### src/rtl/oam_scan_pkg.sv
// Shared types and constants for the mode-2 OAM scan engine and its consumers.
//   ENTRY_W / *_LSB : packed sprite queue entry layout (MSB first: idx, y, x, tile, flags, row)
//   oam_entry_t     : one queue entry
//   scan_state_t    : scan FSM states
//   OAM_*_OFS       : byte offsets within a 4-byte OAM entry
//   SPRITE_Y_BIAS   : OAM Y is stored with a +16 bias relative to LY
package oam_scan_pkg;

   localparam int unsigned ENTRY_W         = 42;
   localparam int unsigned ENTRY_ROW_LSB   = 0;
   localparam int unsigned ENTRY_FLAGS_LSB = 4;
   localparam int unsigned ENTRY_TILE_LSB  = 12;
   localparam int unsigned ENTRY_X_LSB     = 20;
   localparam int unsigned ENTRY_Y_LSB     = 28;
   localparam int unsigned ENTRY_IDX_LSB   = 36;

   localparam logic [1:0] OAM_Y_OFS     = 2'd0;
   localparam logic [1:0] OAM_X_OFS     = 2'd1;
   localparam logic [1:0] OAM_TILE_OFS  = 2'd2;
   localparam logic [1:0] OAM_FLAGS_OFS = 2'd3;

   localparam int unsigned SPRITE_Y_BIAS = 16;

   typedef struct packed {
      logic [5:0] obj_idx;
      logic [7:0] y;
      logic [7:0] x;
      logic [7:0] tile;
      logic [7:0] flags;
      logic [3:0] row;
   } oam_entry_t;

   typedef enum logic [2:0] {
      StIdle,
      StRdY,
      StRdX,
      StRdTile,
      StRdFlags,
      StDone
   } scan_state_t;

endpackage

### src/rtl/oam_line_hit.sv
// Combinational sprite/line intersection test.
//   y_i    : OAM Y byte (biased by SPRITE_Y_BIAS)
//   ly_i   : current scanline
//   tall_i : 1 = 8x16 sprites, 0 = 8x8
//   hit_o  : sprite covers this line
//   row_o  : row within the sprite (valid when hit_o)
module oam_line_hit
   import oam_scan_pkg::*;
(
   input  logic [7:0] y_i,
   input  logic [7:0] ly_i,
   input  logic       tall_i,
   output logic       hit_o,
   output logic [3:0] row_o
);

   logic [8:0] t;
   logic [8:0] diff;

   // 9-bit so LY+16 never wraps and y > t shows up as a failed compare, not a huge diff.
   assign t     = {1'b0, ly_i} + 9'(SPRITE_Y_BIAS);
   assign diff  = t - {1'b0, y_i};
   assign hit_o = (t >= {1'b0, y_i}) && (diff < (tall_i ? 9'd16 : 9'd8));
   assign row_o = diff[3:0];

endmodule

### src/rtl/oam_scan_unit.sv
// Mode-2 OAM search: scans NUM_OBJS entries against a latched LY and sprite height and
// collects up to MAX_PER_LINE visible sprites, in OAM order, into a registered queue.
//   clk, rst          : clock, asynchronous active-high reset
//   start, abort      : begin scan (idle only) / terminate scan (busy only)
//   LCDC, LY          : bit1 OBJ enable, bit2 8x16; both sampled on start
//   oam_a, oam_rd     : OAM read address and one-cycle strobe per byte
//   oam_dout          : read data, valid RD_LATENCY cycles after the strobe
//   busy, done        : scan in progress / one-cycle completion pulse
//   sprite_count/valid/queue : accepted sprites for the mode-3 fetcher
module oam_scan_unit
   import oam_scan_pkg::*;
#(
   parameter logic [15:0] OAM_BASE     = 16'hFE00,
   parameter int unsigned NUM_OBJS     = 40,
   parameter int unsigned MAX_PER_LINE = 10,
   parameter int unsigned RD_LATENCY   = 1
) (
   input  logic                    clk,
   input  logic                    rst,
   input  logic                    start,
   input  logic                    abort,
   input  logic [7:0]              LCDC,
   input  logic [7:0]              LY,
   output logic [15:0]             oam_a,
   output logic                    oam_rd,
   input  logic [7:0]              oam_dout,
   output logic                    busy,
   output logic                    done,
   output logic [4:0]              sprite_count,
   output logic [MAX_PER_LINE-1:0] sprite_valid,
   output oam_entry_t              sprite_queue [MAX_PER_LINE]
);

   scan_state_t state_q, state_d;
   logic [1:0]  cnt_q, cnt_d;
   logic [5:0]  obj_q, obj_d;
   logic [7:0]  ly_q, y_q, x_q, tile_q;
   logic        tall_q;
   logic [3:0]  row_q;
   logic [4:0]  count_q;
   logic [MAX_PER_LINE-1:0] valid_q;
   oam_entry_t  queue_q [MAX_PER_LINE];

   logic       start_scan, lat_y, lat_x, lat_tile, store;
   logic       rd_state, sample, last_obj, full_next;
   logic       line_hit;
   logic [3:0] line_row;
   logic [1:0] byte_ofs;
   oam_entry_t new_entry;
   logic       unused_lcdc;

   assign unused_lcdc = ^{LCDC[7:3], LCDC[0]};

   oam_line_hit u_line_hit (
      .y_i    (oam_dout),
      .ly_i   (ly_q),
      .tall_i (tall_q),
      .hit_o  (line_hit),
      .row_o  (line_row)
   );

   assign rd_state  = (state_q == StRdY) || (state_q == StRdX) ||
                      (state_q == StRdTile) || (state_q == StRdFlags);
   // Counter 0 issues the strobe; data is taken on the last wait cycle.
   assign sample    = (cnt_q == 2'(RD_LATENCY));
   assign last_obj  = (obj_q == 6'(NUM_OBJS - 1));
   assign full_next = ((count_q + 5'd1) == 5'(MAX_PER_LINE));

   always_comb begin
      byte_ofs = OAM_Y_OFS;
      unique case (state_q)
         StRdX:     byte_ofs = OAM_X_OFS;
         StRdTile:  byte_ofs = OAM_TILE_OFS;
         StRdFlags: byte_ofs = OAM_FLAGS_OFS;
         default:   byte_ofs = OAM_Y_OFS;
      endcase
   end

   assign oam_rd = rd_state && (cnt_q == 2'd0);
   assign oam_a  = rd_state ? (OAM_BASE + {8'd0, obj_q, byte_ofs}) : 16'd0;
   assign busy   = rd_state;
   assign done   = (state_q == StDone);

   always_comb begin
      state_d    = state_q;
      cnt_d      = cnt_q;
      obj_d      = obj_q;
      start_scan = 1'b0;
      lat_y      = 1'b0;
      lat_x      = 1'b0;
      lat_tile   = 1'b0;
      store      = 1'b0;
      unique case (state_q)
         StIdle: begin
            if (start) begin
               start_scan = 1'b1;
               cnt_d      = 2'd0;
               obj_d      = 6'd0;
               state_d    = LCDC[1] ? StRdY : StDone;
            end
         end
         StRdY, StRdX, StRdTile, StRdFlags: begin
            if (abort) begin
               state_d = StIdle;
               cnt_d   = 2'd0;
            end else if (!sample) begin
               cnt_d = cnt_q + 2'd1;
            end else begin
               cnt_d = 2'd0;
               case (state_q)
                  StRdY: begin
                     if (line_hit) begin
                        lat_y   = 1'b1;
                        state_d = StRdX;
                     end else if (last_obj) begin
                        state_d = StDone;
                     end else begin
                        obj_d   = obj_q + 6'd1;
                        state_d = StRdY;
                     end
                  end
                  StRdX: begin
                     lat_x   = 1'b1;
                     state_d = StRdTile;
                  end
                  StRdTile: begin
                     lat_tile = 1'b1;
                     state_d  = StRdFlags;
                  end
                  default: begin
                     store = 1'b1;
                     if (full_next || last_obj) begin
                        state_d = StDone;
                     end else begin
                        obj_d   = obj_q + 6'd1;
                        state_d = StRdY;
                     end
                  end
               endcase
            end
         end
         StDone:  state_d = StIdle;
         default: state_d = StIdle;
      endcase
   end

   always_comb begin
      new_entry.obj_idx = obj_q;
      new_entry.y       = y_q;
      new_entry.x       = x_q;
      new_entry.tile    = tile_q;
      new_entry.flags   = oam_dout;
      new_entry.row     = row_q;
   end

   always_ff @(posedge clk or posedge rst) begin
      if (rst) begin
         state_q <= StIdle;
         cnt_q   <= 2'd0;
         obj_q   <= 6'd0;
         ly_q    <= 8'd0;
         tall_q  <= 1'b0;
         y_q     <= 8'd0;
         row_q   <= 4'd0;
         x_q     <= 8'd0;
         tile_q  <= 8'd0;
         count_q <= 5'd0;
         valid_q <= '0;
         for (int i = 0; i < MAX_PER_LINE; i++) queue_q[i] <= '0;
      end else begin
         state_q <= state_d;
         cnt_q   <= cnt_d;
         obj_q   <= obj_d;
         if (start_scan) begin
            ly_q    <= LY;
            tall_q  <= LCDC[2];
            count_q <= 5'd0;
            valid_q <= '0;
            for (int i = 0; i < MAX_PER_LINE; i++) queue_q[i] <= '0;
         end
         if (lat_y) begin
            y_q   <= oam_dout;
            row_q <= line_row;
         end
         if (lat_x) x_q <= oam_dout;
         // 8x16 sprites always start on an even tile.
         if (lat_tile) tile_q <= tall_q ? {oam_dout[7:1], 1'b0} : oam_dout;
         if (store) begin
            count_q <= count_q + 5'd1;
            for (int i = 0; i < MAX_PER_LINE; i++) begin
               if (count_q == 5'(i)) begin
                  queue_q[i] <= new_entry;
                  valid_q[i] <= 1'b1;
               end
            end
         end
      end
   end

   assign sprite_count = count_q;
   assign sprite_valid = valid_q;
   assign sprite_queue = queue_q;

endmodule

### config.mk
export PLATFORM = sky130hd
export DESIGN_NAME = oam_scan_unit
export DESIGN_NICKNAME = d
export VERILOG_FILES = /design/src/rtl/oam_scan_pkg.sv /design/src/rtl/oam_line_hit.sv /design/src/rtl/oam_scan_unit.sv
export SDC_FILE = /design/constraint.sdc
export NUM_CORES = 1
export LEC_CHECK = 0
export CAP_MARGIN = 5
export CELL_PAD_IN_SITES_DETAIL_PLACEMENT = 0
export CELL_PAD_IN_SITES_GLOBAL_PLACEMENT = 1
export CORE_AREA = 2 2 245 247
export DETAILED_ROUTE_END_ITERATION = 6
export DIE_AREA = 0 0 247 249
export PLACE_DENSITY_LB_ADDON = 0.1
export SLEW_MARGIN = 20
export SYNTH_ARGS = -nofsm -noshare
export SYNTH_HDL_FRONTEND = slang
export SYNTH_SLANG_ARGS = --single-unit
### constraint.sdc
create_clock -name clk -period 15.3 [get_ports clk]
set_input_delay 2.295 -clock clk [delete_from_list [all_inputs] [get_ports clk]]
set_output_delay 2.295 -clock clk [all_outputs]
set_load 0.05 [all_outputs]
==> results.ini <==
[outcome]
status=completed

[synthesis]
synth_edf_count=0
synth.most_common_cell=nand2_1
ys_seq_area_share_pct=61.0
synth.top_cells.by_count=nand2_1, dfrtp_1, nand3_1, clkbuf_1, o21ai_0
ys_types=57
syn-cell-area_um2=19800
synth.top_cell.area_share_pct=61.0
netlist_instances=2134
yosysWarnings=0
synth_area_per_cell_um2=9.29
synthTopCellsByArea=dfrtp_1, nand2_1, nand3_1
synthFlopType=dfrtp_1
async_flop_share_pct=100
synth_nets=2178
synth-seq-cells=483
yosysTopAreaCell=dfrtp_1

[floorplan]
start_util_pct=33.8
die_area_um2=61500
row_count=89
die_w_um=247
io_pins=482
die_h_um=249
fp.coreArea_um2=58700

[timing]
setup_viol=0
fmax_mhz=169
hold_viol_final=0
whs_ns=0.467
drv_slew=0
max_slew_margin_pct=19.1
fin_crit_ns=5.91
tightest_slew_ns=1.21
setup_tns_ns=0
finalWorstSetupSlack_ns=9.39
skew_ns=0.0205
fin_crit_sh_pct=38.6
rsz0062_at_grt=no

[cts]
clock-sinks=483
cts_buffers=54
cts-root-buf=clkbuf_16
post-cts-setup-buffer-count=0
holdBufCountCts=0
cts_max_level=2
worstSkewPairLatency_ns=0.60
cts_resized=0
path_clk_slew_ns=0.06
cts_tree=yes
cts_buffer_depth=3

[global_route]
grtUsageMet1_pct=32.6
grt_pass1_wl_um=109000
antenna_found_initial=2
busiest_layer=met2
grt_pass1_vias=15700
grt.overflow.total=0
grt.total_usage_pct=23.8
grtUsageMet2_pct=36.8
use_met3_pct=6.57
grt_start_max_net_pins=222

[power_and_ir_drop]
switchingPower_mw=1.11
power.leakage_nw=13.2
ir_worst_vdd_mv=0.222
fin_total_pwr_mw=3.45
combPwrFrac_pct=18.2
p_seq_share_pct=41.9
p_per_area_nw_per_um2=128
power.internal_mw=2.34
swShare_pct=32.2
clkPwrFrac_pct=39.9

[place]
post-dp-hpwl_um=47300
io_buffers=474
pre_cts_slack_ns=8.68
gp_congestion=0.765

[min_path]
worstHoldPathType=register to register

[finish]
fill_cells=5625
syn_to_final_growth_pct=35.7
drive_gt1_share_pct=6.18
final_nets=2525

[drt]
dr.pass1.iters=5
route.vias.total=16500
wl_per_cell_um=22.5
drt_iter0_drc=1219
drc=0
vias_per_cell=4.99
postRouteWirelength_um=74400
postRouteAntennaNets=0

[critical_path]
worstPathRequired_ns=15.79
worstSetupPathType=input port to register
crit_path_max_fanout=14
worstPathArrival_ns=6.39
start_kind=input port
ff2ff_setup_slack_ns=10.97
worst_setup_path_end_kind=register

[flow_run]
max_cap_viol_count=0

-- state kept, by name, summed over array words and instances, names as in the netlist --
register      flops
sprite_queue    420
tall_q            1
state_q           3
sprite_count      5
x_q               8
row_q             4
sprite_valid     10
cnt_q             2
tile_q            8
y_q               8
obj_q             6
ly_q              8
-- critical path, cell delays in order --
cell	delay, ns
clkdlybuf4s50_1	0.84
ha_1	0.48
fa_1	0.41
nor2b_1	0.18
o31a_1	0.25
a21oi_1	0.07
ha_1	0.26
o21ai_0	0.07
nand2b_1	0.11
a211o_4	0.38
nor4_4	0.42
buf_4	0.30
mux2_4	0.32
-- power groups by stage --
stage                     combinational [mW]  sequential (mW)  clock, mW
after global placement                 0.619             1.47          0
after detailed placement               0.626             1.47          0
after CTS                              0.628             1.45       1.40
after global routing                   0.678             1.45       1.46
final                                  0.627             1.45       1.38
after floorplan                        0.492             1.40          0
-- worst paths after layout --
kind | from | endpoint | cells past startpoint
min reg2reg | sprite_valid[5] | sprite_valid[5] | 2
max | oam_dout[0] | y_q[7] | 13
min | sprite_valid[5] | sprite_valid[5] | 2
max in group asynchronous | rst | sprite_queue[92] | 6
min in group asynchronous | rst | sprite_queue[52] | 3
max reg2reg | state_q[1] | sprite_queue[60] | 7
-- per-stage QoR --
step	instance area, um2	instances	util [%]
finish	26900	3301	45.8
global route	26900	3301	45.8
CTS	26800	3298	45.7
detailed placement	25000	3197	42.5
global placement	24900	3196	42.5
floorplan	19800	2134	-
-- area by class of cell --
class	count	area (um2)	area share [%]
clock inverters	12	164	0.610
multi-input cells	1423	6870	25.5
well taps	773	967	3.60
repair buffers	499	4990	18.6
diodes	2	5.00	0.0186
inverters	20	78.8	0.293
flip-flops and latches	483	12100	45.0
clock buffers	89	1720	6.41
-- layout by cell type, fill, tap and decap left out, drive strengths merged, types with 4 or more instances in the layout --
master	synthesis	layout
ha	15	15
clkbuf	163	89
buf	45	25
nand2b	8	8
clkinv	0	7
a21oi	9	9
nand3	437	437
inv	20	20
nand2	694	694
o21ai	133	133
o21a	4	4
nor4	5	5
and3	8	8
clkdlybuf4s50	0	474
dfrtp	483	483
mux2	21	21
nor2b	5	5
mux2i	7	7
bufinv	0	4
nor3	8	8
xor2	4	4
nor2	13	13
and2	12	12
-- per-layer routing --
layer,vias to the layer above,share of wire [%]
met1,8197,44
li1,7700,-
met4,0,2.7
met5,-,0
met3,99,7.4
met2,468,46
-- cell families after synthesis --
group | after synthesis | synth area share [%]
AND/OR/NAND/NOR | 1202 | 26.5
flip-flops | 483 | 61.0
buffers and inverters | 228 | 4.68
AO/OA/AOI/OAI | 168 | 4.73
multiplexers | 28 | 1.70
adder cells (fa/ha/maj) | 17 | 1.10
XOR/XNOR | 7 | 0.309
other | 1 | 0.0189
Power figures use the tool's default switching activity.
